### src/rtl/muldiv_unit_pkg.sv
// Shared definitions for the iterative multiply/divide unit.
//   - md_op_e    : operation encodings driven on the op port
//   - md_state_e : sequencer states (IDLE -> CALC -> FIX -> IDLE)
//   - MD_WIDTH   : default operand/result width
package muldiv_unit_pkg;

  localparam int MD_WIDTH = 32;

  typedef enum logic [1:0] {
    MD_MULT  = 2'b00,
    MD_MULTU = 2'b01,
    MD_DIV   = 2'b10,
    MD_DIVU  = 2'b11
  } md_op_e;

  typedef enum logic [1:0] {
    IDLE = 2'b00,
    CALC = 2'b01,
    FIX  = 2'b10
  } md_state_e;

endpackage

### src/rtl/muldiv_unit.sv
// Iterative multiply/divide unit with architecturally visible HI/LO.
// One shift-add (multiply) or restoring shift-subtract (divide) step per
// cycle on operand magnitudes; signs are applied once in the FIX state.
//
// Ports:
//   clk, reset       clock, asynchronous active-high reset
//   start, op, a, b  operation request (sampled only in IDLE)
//   hiwrite, lowrite direct HI/LO load from wd (honoured only in IDLE)
//   wd               direct write data
//   busy             operation in progress (decoded from state)
//   done             one-cycle pulse, new HI/LO valid
//   div_by_zero      valid with done; divide with b == 0
//   hi, lo           result registers
module muldiv_unit
  import muldiv_unit_pkg::*;
#(
  parameter int WIDTH = MD_WIDTH
) (
  input  logic             clk,
  input  logic             reset,
  input  logic             start,
  input  logic [1:0]       op,
  input  logic [WIDTH-1:0] a,
  input  logic [WIDTH-1:0] b,
  input  logic             hiwrite,
  input  logic             lowrite,
  input  logic [WIDTH-1:0] wd,
  output logic             busy,
  output logic             done,
  output logic             div_by_zero,
  output logic [WIDTH-1:0] hi,
  output logic [WIDTH-1:0] lo
);

  localparam int CNT_W = $clog2(WIDTH);

  md_state_e        state;
  logic [CNT_W-1:0] cnt;
  logic             div_op;
  logic             neg_q;   // quotient / product must be negated
  logic             neg_r;   // remainder takes the dividend's sign
  logic             dbz;

  // Working registers: for multiply acc_hi:acc_lo is the shifting product
  // with the multiplier consumed from acc_lo[0]; for divide acc_hi is the
  // partial remainder and acc_lo shifts the dividend out and quotient in.
  logic [WIDTH-1:0] acc_hi, acc_lo, opnd;

  logic             op_signed;
  logic [WIDTH:0]   mul_sum;
  logic [WIDTH:0]   div_shift;
  logic             div_ge;
  logic [WIDTH-1:0] div_diff;
  logic [WIDTH-1:0] step_hi, step_lo;
  logic [2*WIDTH-1:0] prod;
  logic [WIDTH-1:0] res_hi, res_lo;

  function automatic logic [WIDTH-1:0] magnitude(input logic signed [WIDTH-1:0] v,
                                                 input logic is_signed);
    logic [WIDTH-1:0] u;
    u = v;
    return (is_signed && u[WIDTH-1]) ? -u : u;
  endfunction

  function automatic logic [WIDTH-1:0] cond_neg(input logic [WIDTH-1:0] v, input logic neg);
    return neg ? -v : v;
  endfunction

  function automatic logic [2*WIDTH-1:0] cond_neg2(input logic [2*WIDTH-1:0] v, input logic neg);
    return neg ? -v : v;
  endfunction

  assign op_signed = (op == MD_MULT) || (op == MD_DIV);
  assign busy      = (state != IDLE);

  // ---- iteration step ----
  always_comb begin
    mul_sum   = {1'b0, acc_hi} + (acc_lo[0] ? {1'b0, opnd} : '0);
    div_shift = {acc_hi, acc_lo[WIDTH-1]};
    div_ge    = (div_shift >= {1'b0, opnd});
    // When div_ge holds the true difference is below opnd, so the
    // modular WIDTH-bit subtraction is exact.
    div_diff  = div_shift[WIDTH-1:0] - opnd;
    if (div_op) begin
      step_hi = div_ge ? div_diff : div_shift[WIDTH-1:0];
      step_lo = {acc_lo[WIDTH-2:0], div_ge};
    end else begin
      step_hi = mul_sum[WIDTH:1];
      step_lo = {mul_sum[0], acc_lo[WIDTH-1:1]};
    end
  end

  // ---- sign correction ----
  // Divide by zero naturally leaves |a| in the remainder, so the signed
  // remainder equals the original a; only the quotient needs forcing.
  always_comb begin
    prod = cond_neg2({acc_hi, acc_lo}, neg_q);
    if (div_op) begin
      res_hi = cond_neg(acc_hi, neg_r);
      res_lo = dbz ? '1 : cond_neg(acc_lo, neg_q);
    end else begin
      res_hi = prod[2*WIDTH-1:WIDTH];
      res_lo = prod[WIDTH-1:0];
    end
  end

  // ---- control and HI/LO ----
  always_ff @(posedge clk or posedge reset) begin
    if (reset) begin
      state       <= IDLE;
      cnt         <= '0;
      div_op      <= 1'b0;
      neg_q       <= 1'b0;
      neg_r       <= 1'b0;
      dbz         <= 1'b0;
      hi          <= '0;
      lo          <= '0;
      done        <= 1'b0;
      div_by_zero <= 1'b0;
    end else begin
      done        <= 1'b0;
      div_by_zero <= 1'b0;
      case (state)
        IDLE: begin
          if (hiwrite) hi <= wd;
          if (lowrite) lo <= wd;
          if (start) begin
            state  <= CALC;
            cnt    <= CNT_W'(WIDTH - 1);
            div_op <= (op == MD_DIV) || (op == MD_DIVU);
            neg_q  <= op_signed & (a[WIDTH-1] ^ b[WIDTH-1]);
            neg_r  <= op_signed & a[WIDTH-1];
            dbz    <= ((op == MD_DIV) || (op == MD_DIVU)) && (b == '0);
          end
        end
        CALC: begin
          cnt <= cnt - CNT_W'(1);
          if (cnt == '0) state <= FIX;
        end
        FIX: begin
          hi          <= res_hi;
          lo          <= res_lo;
          done        <= 1'b1;
          div_by_zero <= dbz;
          state       <= IDLE;
        end
        default: state <= IDLE;
      endcase
    end
  end

  // ---- working datapath (no reset needed; always loaded on start) ----
  // Multiply is commutative, so both families load a into acc_lo and b
  // into opnd.
  always_ff @(posedge clk) begin
    if (state == IDLE && start) begin
      acc_hi <= '0;
      acc_lo <= magnitude(a, op_signed);
      opnd   <= magnitude(b, op_signed);
    end else if (state == CALC) begin
      acc_hi <= step_hi;
      acc_lo <= step_lo;
    end
  end

endmodule

### config.mk
export PLATFORM = sky130hd
export DESIGN_NAME = muldiv_unit
export DESIGN_NICKNAME = d
export VERILOG_FILES = /design/src/rtl/muldiv_unit_pkg.sv /design/src/rtl/muldiv_unit.sv
export SDC_FILE = /design/constraint.sdc
export NUM_CORES = 1
export LEC_CHECK = 0
export CAP_MARGIN = 5
export CORE_AREA = 2 2 167 169
export DETAILED_ROUTE_END_ITERATION = 6
export DIE_AREA = 0 0 169 171
export HOLD_SLACK_MARGIN = 0.02
export PLACE_DENSITY = 0.76
export SLEW_MARGIN = 20
export SYNTH_ARGS = -nofsm -noshare
export SYNTH_HDL_FRONTEND = slang
export SYNTH_SLANG_ARGS = --single-unit
### constraint.sdc
create_clock -name clk -period 8.7 [get_ports clk]
set_input_delay 0.87 -clock clk [delete_from_list [all_inputs] [get_ports clk]]
set_output_delay 0.87 -clock clk [all_outputs]
set_load 0.01 [all_outputs]
==> metrics.md <==
| Metric | Value |
|---|---|
| Status | `finished, final reports clean` |
| Switch Pwr | `0.003259 W` |
| Pwr Density | `405.9 nW/um2` |
| Origin of the critical flop-to-flop path | `acc_lo[0]$_DFFE_PP_` |
| Final setup viols | `0` |
| Area Growth Syn to Fin | `18.06%` |
| Seq cells post-synth | `between 150 and 200` |
| Final setup TNS | `0 ns` |
| Crit Path Category | `reg2reg` |
| RSZ-0062 raised after global routing | `no` |
| Initial antenna violation count | `0` |
| Async S/R FF share, synth | `44.51%` |
| Dpl cells | `around 2.2k` |
| Setup crit start kind | `flop` |
| Hold_ws | `0.4804 ns` |
| CP Max Fanout | `31` |
| Int Power | `0.003383 W` |
| Clk sinks | `173` |
| Leakage | `~6.6 nW` |
| Vias in the first global route | `~13k` |
| FF-to-FF End | `acc_hi[31]$_SDFFE_PP0P_` |
| Number of buffers created by CTS | `17` |
| Max cap viols | `0` |
| Leading area contributor after synthesis | `dfrtp_1` |
| CP arrival | `4.28 ns` |
| Max rail drop VDD | `0.2040 mV` |
| Die ar. | `28900 um2` |
| CTS root buf | `clkbuf_16` |
| GR Util All Layers | `30.60%` |
| Finished Layout Cells | `2189` |
| # fillers | `2428` |
| Htree depth | `4` |
| Final HPWL DP | `34270 um` |
| Die height | `171 um` |
| Post-synth EDFFs | `64` |
| Postcts setup bufs | `0` |
| Synth Net Count | `1892` |
| Worst Reg-to-Reg Cells | `13` |
| Antenna cells | `0` |
| GRT overflow | `0` |
| Core area | `27320 um2` |
| Sequential share of power | `27.1%` |
| Clock latency on the worst-skew pair | `0.44 ns` |
| Register area share after synthesis | `32.39%` |
| Post-CTS sizing | `0` |
| Input/output buffers | `169` |
| IO Pins | `170` |
| Clk buf depth | `2` |
| Clk slew on worst S/H paths | `0.07 ns` |
| GPL Wtd Cong | `~0.95` |
| Synth Flop Type | `dfrtp_1` |
| Netlist cell types | `75` |
| Vias | `around 14k` |
| Final worst path period need | `between 3 and 4 ns` |
| CP Data Required Time | `about 9 ns` |
| DR WL/cell | `20.35 um` |
| Hold-fix buffers, CTS | `0` |
| Number of iterations in the first detailed-routing pass | `6` |
| Crit share post-route | `a little under half` |
| Post-route DRC violation count | `0` |
| Antenna-violating nets left | `0` |
| Row cnt | `61` |
| Chip width | `169 um` |
| Via-per-instance ratio | `6.314` |
| Final Util | `59.89%` |
| Least-Margin Pin Slew | `roughly 1.1 ns` |
| Flop-to-flop setup slack | `4.74 ns` |
| Crit path launch | `acc_lo[0]$_DFFE_PP_` |
| Share of cells above drive strength 1 | `3.744%` |
| Slew headroom | `approximately 28%` |
| Mapped Cells | `1717` |
| 1st-iter DRT viols | `1976` |
| Sw Ratio | `49.07%` |
| Initial Util | `about 51%` |
| Avg Cell Area, Syn | `8.072 um2` |
| Top cell type's share of synthesized area | `13.90%` |
| Critical Path End | `acc_hi[31]$_SDFFE_PP0P_` |
| Crit. End Element | `flop` |
| Fin. max-slew vios | `0` |
| Combinational power share | `between 60% and 70%` |
| CTS tree | `built` |
| Yosys warning count | `0` |
| Largest net degree at the start of global routing | `105` |
| F_max | `252.6 MHz` |
| Clock group share of total power | `between 10% and 20%` |
| Mapped Area | `13860 um2` |
| Setup Skew | `around 0.013 ns` |
| Final Hold Fails | `0` |
| First-pass GRT wire length | `69410 um` |
| HP Class | `reg2reg` |
| Synth area leaders | `dfrtp_1 14%, edfxtp_1 14%, o21ai_0 7.1%, ha_1 6.3%, xor2_1 5.5%` |
| DRT Wirelength | `44550 um` |
| Design Power | `0.006642 W` |
| Fin nets | `2005` |
==> Yosys cell counts (5+ instances only) <==
library cell and count:
o21ai_0 197, nand2_1 178, nor2_1 141, a21oi_1 139, xor2_1 87, clkbuf_1 80
xnor2_1 78, dfrtp_1 77, ha_1 70, inv_1 70, edfxtp_1 64, nand3_1 48
mux2i_1 40, nor3_1 38, dfxtp_1 32, a21o_1 28, o22ai_1 28, o31ai_1 26
a211oi_1 23, nand2b_1 18, o211ai_1 18, or3_1 18, nor2b_1 17, a31oi_1 15
nor4_1 15, and3_1 13, o21bai_1 13, o41ai_1 12, buf_1 11, nand4_1 11
or4_1 11, a22oi_1 9, a21boi_0 6, and2_1 6, nand3b_1 5, o21a_1 5
or2_2 5
==> through the flow <==
stage | cell area [um2] | worst slack, ns
detailed placement | 15790 | 4.577
CTS | 16360 | 4.761
global placement | 15790 | 4.683
finish | 16360 | 4.742
floorplan | 13860 | 5.419
global route | 16360 | 4.467
==> cell families (layout without fill, tap and decap cells) <==
logic type | count (synthesis) | after routing | synth area share, %
compound gates | 562 | 562 | 24.65
flops | 173 | 173 | 32.39
fa+ha+maj | 72 | 72 | 6.608
buf+inv | 162 | 288 | 4.396
mux | 41 | 41 | 2.970
xor+xnor | 165 | 165 | 10.43
simple gates | 542 | 542 | 18.56
==> cell type report <==
| type | instances | area (um2) | area share, % |
|---|---|---|---|
| Multi-Input combinational cell | 1382 | 8783 | 53.68 |
| Sequential cell | 173 | 4491 | 27.44 |
| Timing Repair Buffer | 186 | 1819 | 11.12 |
| Tap cell | 346 | 432.9 | 2.646 |
| Clock buffer | 18 | 429.2 | 2.623 |
| Inverter | 70 | 264.0 | 1.613 |
| Clock inverter | 14 | 143.9 | 0.8793 |
==> metal layers <==
metal  up-vias  track usage (%)  wire length [um]
met5         -                0                 0
met4         0            8.956              1118
met3        64            5.575              4052
met2       712            47.10             19200
met1      6562            43.98             20180
li1       6483                -                 -
==> registers in the layout (all words and copies together) (netlist names) <==
signal       cells
opnd            32
state            2
done             1
neg_q            1
div_op           1
dbz              1
div_by_zero      1
acc_lo          32
neg_r            1
lo              32
acc_hi          32
hi              32
cnt              5
==> critical path, cell delays in order (launching register included) <==
cell and delay, ns:
edfxtp_1 0.52, inv_1 0.15, buf_4 0.35, nor2_1 0.14, fa_1 0.46, a211oi_1 0.41, nor3_1 0.11, o311a_1 0.39
nand2_1 0.09, a21o_1 0.25, o311ai_0 0.29, o21ai_0 0.34, nand3b_1 0.12, a32o_1 0.23
==> worst min-delay path by stage <==
stage | from | endpoint | depth (start not counted)
floorplan | cnt[0]$_DFFE_PP0P_ | cnt[0]$_DFFE_PP0P_ | 1
global placement | hi[19]$_DFFE_PP0P_ | hi[19]$_DFFE_PP0P_ | 2
finish | lo[11]$_DFFE_PP0P_ | lo[11]$_DFFE_PP0P_ | 2
CTS | lo[19]$_DFFE_PP0P_ | lo[19]$_DFFE_PP0P_ | 1
global route | lo[24]$_DFFE_PP0P_ | lo[24]$_DFFE_PP0P_ | 1
detailed placement | lo[19]$_DFFE_PP0P_ | lo[19]$_DFFE_PP0P_ | 1
==> cell usage in the layout, fill, tap and decap left out, types with 6 or more instances in the layout <==
master           netlist  layout
mux2i_1               40      40
a21boi_0               6       6
nand2b_1              18      18
o21ai_0              197     197
buf_4                  0      17
nor3_1                38      38
a21o_1                28      28
ha_1                  70      70
o211ai_1              18      18
o21bai_1              13      12
and2_1                 6       6
o31ai_1               26      26
o22ai_1               28      28
nor4_1                15      15
nor2_1               141     141
nand2_1              178     178
xnor2_1               78      78
clkdlybuf4s50_1        0     169
nor2b_1               17      17
dfxtp_1               32      32
o41ai_1               12      12
or3_1                 18      18
or4_1                 11      11
and3_1                13      13
nand4_1               11      11
clkbuf_16              0      17
dfrtp_1               77      76
a211oi_1              23      23
edfxtp_1              64      64
nand3_1               48      48
inv_1                 70      68
a21oi_1              139     139
xor2_1                87      87
a22oi_1                9       9
a31oi_1               15      15
==> power by group through the flow <==
stage	Sequential, W	Combinational (W)	Clock (W)
floorplan	0.00164	0.00275	0
global placement	0.00178	0.00388	0
detailed placement	0.00179	0.00395	0
CTS	0.00178	0.00397	0.000781
global route	0.00185	0.00445	0.000812
finish	0.00180	0.00407	0.000777
No activity file was read; power rests on OpenSTA's default activity.
